--- src/rtl/jt12_mux_dac_if.sv ---
// Multiplexed DAC sample stream from the FM accumulator: one channel per strobe, six channels per frame.
// No handshake back to the source. The receiver must keep up with every strobe.
interface jt12_mux_dac_if;
    logic signed [8:0] mux_left;
    logic signed [8:0] mux_right;
    logic              mux_sample;
    logic              ch_sync;

    modport master (output mux_left, mux_right, mux_sample, ch_sync);
    modport slave  (input  mux_left, mux_right, mux_sample, ch_sync);
endinterface

--- src/rtl/jt12_mux_dac.sv ---
// Purpose: demux six time-multiplexed 9-bit stereo channels, sum each frame to 12-bit and give per-channel readback.
// Latency: left/right/sample are valid one clk after the channel-5 strobe; readback is one clk behind ch_sel or a slot write.
// Backpressure: none. Strobes are always accepted. JT12_MUX_DAC_GAIN_EN selects the x2 saturating output stage.
module jt12_mux_dac #(
    parameter int TIMEOUT = 8
) (
    input  logic               clk,
    input  logic               rst,
    input  logic               clk_en,
    jt12_mux_dac_if.slave      bus,
    input  logic [2:0]         ch_sel,
    output logic signed [11:0] left,
    output logic signed [11:0] right,
    output logic               sample,
    output logic signed [8:0]  ch_left,
    output logic signed [8:0]  ch_right,
    output logic               locked,
    output logic               resync
);
    localparam int TW = $clog2(TIMEOUT + 1);

    typedef enum logic {UNSYNC, RUN} state_t;

    state_t                  state;
    logic [2:0]              cnt;
    logic [TW-1:0]           to_cnt;
    logic signed [11:0]      accl, accr;
    logic signed [8:0]       slot_l [8];
    logic signed [8:0]       slot_r [8];
    logic signed [11:0]      inl, inr, suml, sumr;

    function automatic logic signed [11:0] ext(input logic signed [8:0] v);
        return {{3{v[8]}}, v};
    endfunction

    function automatic logic signed [11:0] scale(input logic signed [11:0] s);
`ifdef JT12_MUX_DAC_GAIN_EN
        if (s > 12'sd1023)
            return 12'sd2047;
        else if (s < -12'sd1024)
            return 12'sh800;
        else
            return s <<< 1;
`else
        return s;
`endif
    endfunction

    assign inl  = ext(bus.mux_left);
    assign inr  = ext(bus.mux_right);
    assign suml = accl + inl;
    assign sumr = accr + inr;

    always_ff @(posedge clk) begin
        if (rst) begin
            state    <= UNSYNC;
            cnt      <= '0;
            to_cnt   <= '0;
            accl     <= '0;
            accr     <= '0;
            left     <= '0;
            right    <= '0;
            sample   <= 1'b0;
            resync   <= 1'b0;
            locked   <= 1'b0;
            ch_left  <= '0;
            ch_right <= '0;
            for (int i = 0; i < 8; i++) begin
                slot_l[i] <= '0;
                slot_r[i] <= '0;
            end
        end else begin
            // Slots 6 and 7 are never written, but gate anyway so readback of them is zero by construction
            ch_left  <= (ch_sel < 3'd6) ? slot_l[ch_sel] : 9'sd0;
            ch_right <= (ch_sel < 3'd6) ? slot_r[ch_sel] : 9'sd0;

            if (clk_en) begin
                sample <= 1'b0;
                resync <= 1'b0;

                if (bus.mux_sample) begin
                    to_cnt <= '0;
                    case (state)
                        UNSYNC: begin
                            if (bus.ch_sync) begin
                                slot_l[0] <= bus.mux_left;
                                slot_r[0] <= bus.mux_right;
                                accl      <= inl;
                                accr      <= inr;
                                cnt       <= 3'd1;
                                state     <= RUN;
                                locked    <= 1'b1;
                            end
                        end
                        RUN: begin
                            if (bus.ch_sync || cnt == 3'd0) begin
                                // Sync mid-frame: drop the partial sums and restart on this channel 0
                                if (bus.ch_sync && cnt != 3'd0)
                                    resync <= 1'b1;
                                slot_l[0] <= bus.mux_left;
                                slot_r[0] <= bus.mux_right;
                                accl      <= inl;
                                accr      <= inr;
                                cnt       <= 3'd1;
                            end else if (cnt == 3'd5) begin
                                slot_l[5] <= bus.mux_left;
                                slot_r[5] <= bus.mux_right;
                                left      <= scale(suml);
                                right     <= scale(sumr);
                                sample    <= 1'b1;
                                accl      <= '0;
                                accr      <= '0;
                                cnt       <= 3'd0;
                            end else begin
                                slot_l[cnt] <= bus.mux_left;
                                slot_r[cnt] <= bus.mux_right;
                                accl        <= suml;
                                accr        <= sumr;
                                cnt         <= cnt + 3'd1;
                            end
                        end
                        default: state <= UNSYNC;
                    endcase
                end else if (to_cnt != TW'(TIMEOUT)) begin
                    to_cnt <= to_cnt + 1'b1;
                    if (to_cnt == TW'(TIMEOUT - 1) && state == RUN) begin
                        state  <= UNSYNC;
                        locked <= 1'b0;
                        cnt    <= '0;
                        accl   <= '0;
                        accr   <= '0;
                    end
                end
            end
        end
    end
endmodule

--- src/flat_wrapper.sv ---
// flat-port wrapper written by rule: the top's interface ports become plain ports
module jt12_mux_dac_flat 
#(
    parameter int TIMEOUT = 8
)
  (clk, rst, clk_en, ch_sel, left, right, sample, ch_left, ch_right, locked, resync, bus_mux_left, bus_mux_right, bus_mux_sample, bus_ch_sync);
  jt12_mux_dac_if bus_i ();
  input  logic clk;
  input  logic rst;
  input  logic clk_en;
  input  logic [2:0] ch_sel;
  output logic signed [11:0] left;
  output logic signed [11:0] right;
  output logic sample;
  output logic signed [8:0] ch_left;
  output logic signed [8:0] ch_right;
  output logic locked;
  output logic resync;
  input wire logic [$bits(bus_i.mux_left)-1:0] bus_mux_left;
  input wire logic [$bits(bus_i.mux_right)-1:0] bus_mux_right;
  input wire logic [$bits(bus_i.mux_sample)-1:0] bus_mux_sample;
  input wire logic [$bits(bus_i.ch_sync)-1:0] bus_ch_sync;
  assign bus_i.mux_left = bus_mux_left;
  assign bus_i.mux_right = bus_mux_right;
  assign bus_i.mux_sample = bus_mux_sample;
  assign bus_i.ch_sync = bus_ch_sync;
  jt12_mux_dac #(.TIMEOUT(TIMEOUT)) u_core (.clk(clk), .rst(rst), .clk_en(clk_en), .bus(bus_i), .ch_sel(ch_sel), .left(left), .right(right), .sample(sample), .ch_left(ch_left), .ch_right(ch_right), .locked(locked), .resync(resync));
endmodule
--- config.mk ---
export PLATFORM = sky130hd
export DESIGN_NAME = jt12_mux_dac_flat
export DESIGN_NICKNAME = d
export VERILOG_FILES = /design/src/rtl/jt12_mux_dac_if.sv /design/src/rtl/jt12_mux_dac.sv /design/src/flat_wrapper.sv
export SDC_FILE = /design/constraint.sdc
export NUM_CORES = 1
export LEC_CHECK = 0
export ABC_AREA = 1
export BUFFER_PORTS_ARGS = -buffer_cell sky130_fd_sc_hd__buf_4
export CAP_MARGIN = 10
export CELL_PAD_IN_SITES_DETAIL_PLACEMENT = 0
export CELL_PAD_IN_SITES_GLOBAL_PLACEMENT = 1
export CORE_MARGIN = 2
export CORE_UTILIZATION = 48
export CTS_BUF_LIST = sky130_fd_sc_hd__clkbuf_8
export CTS_CLUSTER_DIAMETER = 50
export CTS_CLUSTER_SIZE = 16
export DETAILED_ROUTE_END_ITERATION = 7
export PLACE_DENSITY_LB_ADDON = 0.15
export SLEW_MARGIN = 20
export SYNTH_ARGS = -nofsm -noshare
export SYNTH_HDL_FRONTEND = slang
export SYNTH_SLANG_ARGS = --single-unit
--- constraint.sdc ---
create_clock -name clk -period 2.9 [get_ports clk]
set_input_delay 0.145 -clock clk [delete_from_list [all_inputs] [get_ports clk]]
set_output_delay 0.145 -clock clk [all_outputs]
set_load 0.01 [all_outputs]
; After elaboration in Yosys (flattened, before gate mapping)
; Memory sizes are Yosys's and may differ from the RTL's. A register that Yosys moved wholly into a read port is not among the register bits.
; Index checks and enable logic that the tools add are counted.
[classes]
add_sub_neg = 4
muxes = 72
eq_ne = 6
n_reduce_logical = 15
bitwise_logic = 9
n_lt_le_gt_ge = 1
[op_table]
columns = op, n
row1 = 2-to-1 mux 12 bit, 10
row2 = 2-to-1 mux 9 bit, 8
row3 = case mux 12 bit (2 select lines), 2
row4 = 2-to-1 mux 1 bit, 41
row5 = adder 12 x 9 -> 12 bit, 2
row6 = 2-to-1 mux 3 bit, 8
row7 = OR reduction 9 bit, 2
row8 = AND reduction 5 bit, 2
row9 = 2-to-1 mux 4 bit, 2
row10 = bitwise OR 1 bit, 6
row11 = case mux 3 bit (2 select lines), 1
row12 = adder 4 x 1 -> 4 bit (second input constant), 1
row13 = == test 4 x 3 -> 1 bit (second input constant), 1
row14 = inequality test 4 bit (second input constant), 1
row15 = AND reduction 4 bit, 1
row16 = nonzero test 2 bit, 2
row17 = adder 3 x 1 -> 3 bit (second input constant), 1
row18 = == test 3 bit (second input constant), 1
row19 = logical NOT 3 bit, 1
row20 = less-than comparator 3 bit (second input constant), 1
row21 = inequality test 3 bit (second input constant), 1
row22 = NOT 1 bit, 3
row23 = AND reduction 3 bit, 1
row24 = nonzero test 3 bit, 1
row25 = 6 further kinds, 7
[totals]
output_inout_bits = 45
memories = 2
input_bits = 26
ramBits = 144
wordCells = 119
register_bits = 59
[memory_table]
columns = memory, words, width, read_ports, rd_clocked_by_memory_dff, write_ports, line
row1 = u_core.slot_l, 8, 9, 1, 1, 8, jt12_mux_dac.sv:28  ; logic signed [8:0] slot_l [8];
row2 = u_core.slot_r, 8, 9, 1, 1, 8, jt12_mux_dac.sv:29  ; logic signed [8:0] slot_r [8];

; Logic depth before layout (Yosys ltp)
[depth]
depth_word = 10
depth_mapped = 12
mapped_depth_nobuf = 12

; Worst setup path before layout
; Ideal clock, no wire load.
[synth_timing]
kind = register -> register
start = register u_core.cnt[2]
end = memory u_core.slot_l[6][0], enable pin
setup_slack_ps = 245
period_less_slack_ps = 2655
setup_time_ps = 375
arrival_ps = 2281
n_path_buf = 2
path_stages_with_launch = 11
required_time_ps = 2525
path_cell_list = dfxtp_1 -> buf_2 -> nor2_1 -> nand2_1 -> nand2_1 -> nor2_2 -> nand2_1 -> nor4_4 -> nand4_2 -> buf_2 -> nand2_1
[synth_rtl]
columns = item, line
row1 = from (decl), jt12_mux_dac.sv:25  ; logic [2:0] cnt;
row2 = from (signal assigned), jt12_mux_dac.sv:119  ; cnt <= cnt + 3'd1;
row3 = to (decl), jt12_mux_dac.sv:28

==> metrics.md <==
| Metric | Value |
|---|---|
| Status | completed |
| Synth unique cells | 31 |
| Seq/Total Area, Yosys | 0.571 |
| Post-DP Area | 0.0112 mm2 |
| VDD IR max | 0.000324 V |
| Reg area | 0.00587 mm2 |
| Critical path depth | 10 |
| Worst skew pair latency | 0.57 ns |
| Routed len/inst | 17.2 um |
| Grt ovf | 0 |
| Worst Setup End Kind | register |
| Max cap viols | 0 |
| Initial Util | 0.489 |
| Syn_area_per_cell | 8.73 um2 |
| Total power per unit cell area | 542 mW/mm2 |
| Die span in y | 150 um |
| Startpoint types | register |
| Register-to-Register Setup Slack | 0.46 ns |
| Crit path to | u_core.slot_r[1][8] |
| CTS max path bufs | 3 |
| CP arrival | 2.69 ns |
| Family with the most delay on the worst path | simple AND/OR/NAND/NOR gates |
| Most used cell, CP | nand2_1 |
| Slew Viols, Final | 0 |
| Period Utilization, post-route | 0.843 |
| Syn nets | 1230 |
| CP Class | register to register |
| R2R Path Start | u_core.cnt[0] |
| Final net count | 1312 |
| Reg-to-reg endpoint | u_core.slot_r[1][8] |
| CTS root buf | clkbuf_8 |
| Multi-input logic area | 0.00387 mm2 |
| Crit-path slowest cell | dfxtp_1 |
| Unrepaired setup endpoints after global routing | false |
| Pleak | 4.97 nW |
| CTS sink cnt | 221 |
| # hold bufs at CTS | 9 |
| GPL Wtd Cong | 0.839 |
| Vias per Instance | 5.32 |
| CTS tree | done |
| Worst r2r path cells | 10 |
| Post-CTS sizing | 0 |
| # DRC | 0 |
| Global-route wire length before repair | 41900 um |
| P&R area growth vs syn | 15.0% |
| Setup Skew | 0.0234 ns |
| Layout cell share with drive strength beyond 1 | 0.121 |
| Io pins | 71 |
| Final wirelength | 26700 um |
| Final Hold Fails | 0 |
| Slew HR | 0.316 |
| Die Area | 0.0226 mm2 |
| Post-Syn Instances | 1178 |
| Initial antenna violation count | 0 |
| Synth Cell Area | 0.0103 mm2 |
| YS warnings | 0 |
| Critical path startpoint | u_core.cnt[0] |
| Max incr delay on CP | 0.46 ns |
| H-Tree Depth | 1 |
| CP max FO | 18 |
| Buf/Inv on CP | 3 |
| Fill count | 1929 |
| Iter 0 DRT Violations | 532 |
| TritonCTS Buffers | 25 |
| Cell area after layout | 0.0118 mm2 |
| WP data required | 3.14 ns |
| Worst slew pin tran | 1.02 ns |
| Max Freq | 0.409 GHz |
| Antenna Nets Post-Route | 0 |
| Routed vias | 8262 |
| Final setup viols | 0 |
| Hpwl dp | 17500 um |
| DR pass1 iterations | 5 |
| Core ar. | 0.0210 mm2 |
| Core Rows | 53 |
| Number of global-route vias before repair | 7959 |
| Sum of negative setup slack | 0 ns |
| Tmin final | 2.44 ns |
| Die W | 150 um |
| Critical-path cell list | inv_1 > nand2_1 > nand2_1 > nor2_2 > nand2_1 > nor4_4 > buf_4 > nand3_2 > nand2_1 > buf_4 |
| Min-Delay Path Class | input port to register |
| Clock slew at reported path FFs | 0.08 ns |
| Port-buffer cells | 70 |
| Synthesis-stage register bit count | 221 |
| # diodes | 0 |
| Post-CTS setup buffer count | 0 |
| Total global-route track usage | 0.239 |
| Largest net degree at the start of global routing | 73 |
flip-flops by register name, summed over array words and instances (netlist names), 4 cells and up:
register	cells
u_core.slot_r	72
u_core.slot_l	72
u_core.right	12
u_core.accr	12
u_core.ch_left	9
u_core.left	12
u_core.accl	12
u_core.to_cnt	4
u_core.ch_right	9
worst min-delay path by stage:
| stage | slack, ns | to | from | depth (start not counted) |
|---|---|---|---|---|
| final | 0.03 | u_core.resync | rst | 2 |
| after global routing | 0.01 | u_core.accl[11] | rst | 2 |
| after CTS | 0.001 | u_core.slot_r[3][1] | bus_mux_right[1] | 3 |
| after detailed placement | 0.46 | u_core.state | bus_ch_sync | 3 |
| after global placement | 0.45 | u_core.state | bus_ch_sync | 3 |
| after floorplan | 0.29 | u_core.state | bus_ch_sync | 2 |
worst reg2reg max path: stages, from the launching register on:
cell     delay (ns)
dfxtp_1        0.46
inv_1          0.17
nand2_1        0.15
nand2_1        0.13
nor2_2         0.22
nand2_1        0.14
nor4_4         0.19
buf_4          0.20
nand3_2        0.09
nand2_1        0.08
buf_4          0.29
layout make-up:
cell class / count / area share
clock buffers: 25 / 0.0291
multi-input cells: 813 / 0.328
flip-flops and latches: 221 / 0.496
well taps: 275 / 0.0291
clock inverters: 21 / 0.0183
inverters: 90 / 0.0286
repair buffers: 109 / 0.0711
report_power, final:
group | internal, mW | total, mW | switching, mW | leakage (nW)
Combinational | 0.200 | 0.614 | 0.414 | 2.57
Sequential | 3.44 | 3.48 | 0.0348 | 2.11
Clock | 0.994 | 2.32 | 1.32 | 0.287
routing by layer:
layer,vias to the layer above,GRT usage,share of wire
li1,4124,-,-
met1,3887,0.320,0.45
met2,209,0.408,0.48
met3,42,0.0364,0.053
met4,0,0.0604,0.021
met5,-,0,0
synthesized netlist by cell type, drive strengths merged:
cell	instances	area [um2]
or2	2	12.5
nand4	10	75.1
o21bai	1	7.51
buf	11	53.8
a211oi	1	7.51
nand3b	2	15.0
clkbuf	43	161
a31oi	22	138
dfxtp	77	1540
o22ai	30	188
inv	74	278
nor3	4	20.0
o21ai	109	546
ha	24	300
o31ai	1	7.51
fa	2	40.0
xnor2	6	52.6
edfxtp	144	4320
clkinv	16	60.1
nor4	1	21.3
nand2	200	751
xor2	6	52.6
a21oi	40	200
nand3	67	355
nor2	285	1070
cell families after synthesis:
logic type,after synthesis,share of synthesized area
AOI/OAI and AO/OA,204,0.106
xor gates and xnor gates,12,0.0102
adders and majority gates,26,0.0331
buffers and inverters,144,0.0538
DFF,221,0.571
and+or+nand+nor,571,0.226
per-stage QoR:
step           std cells  hold slack [ns]   util  power (mW)  worst slack [ns]
5_1_grt             1554           0.0123  0.562        6.67             0.290
3_3_place_gp        1499            0.452  0.532        4.15             0.542
4_1_cts             1554          0.00134  0.562        6.47             0.465
6_report            1554           0.0268  0.562        6.41             0.456
3_5_place_dp        1499            0.456  0.532        4.15             0.482
2_1_floorplan       1178            0.290      -        3.92             0.245
cell usage in the layout, fill, tap and decap left out, drive strengths merged, types with 2 or more instances in the layout:
cell / synthesis / layout
nand3: 67 / 67
nor3: 4 / 4
buf: 11 / 100
clkinv: 16 / 25
a21oi: 40 / 40
o22ai: 30 / 30
dfxtp: 77 / 77
edfxtp: 144 / 144
o21ai: 109 / 109
fa: 2 / 2
a31oi: 22 / 22
clkinvlp: 0 / 2
inv: 74 / 83
nand2: 200 / 200
nand4: 10 / 10
xnor2: 6 / 6
clkbuf: 43 / 25
xor2: 6 / 6
ha: 24 / 24
nor2: 285 / 285
or2: 2 / 2
dlygate4sd3: 0 / 9
nand3b: 2 / 2
(Power assumes the default switching activity.)
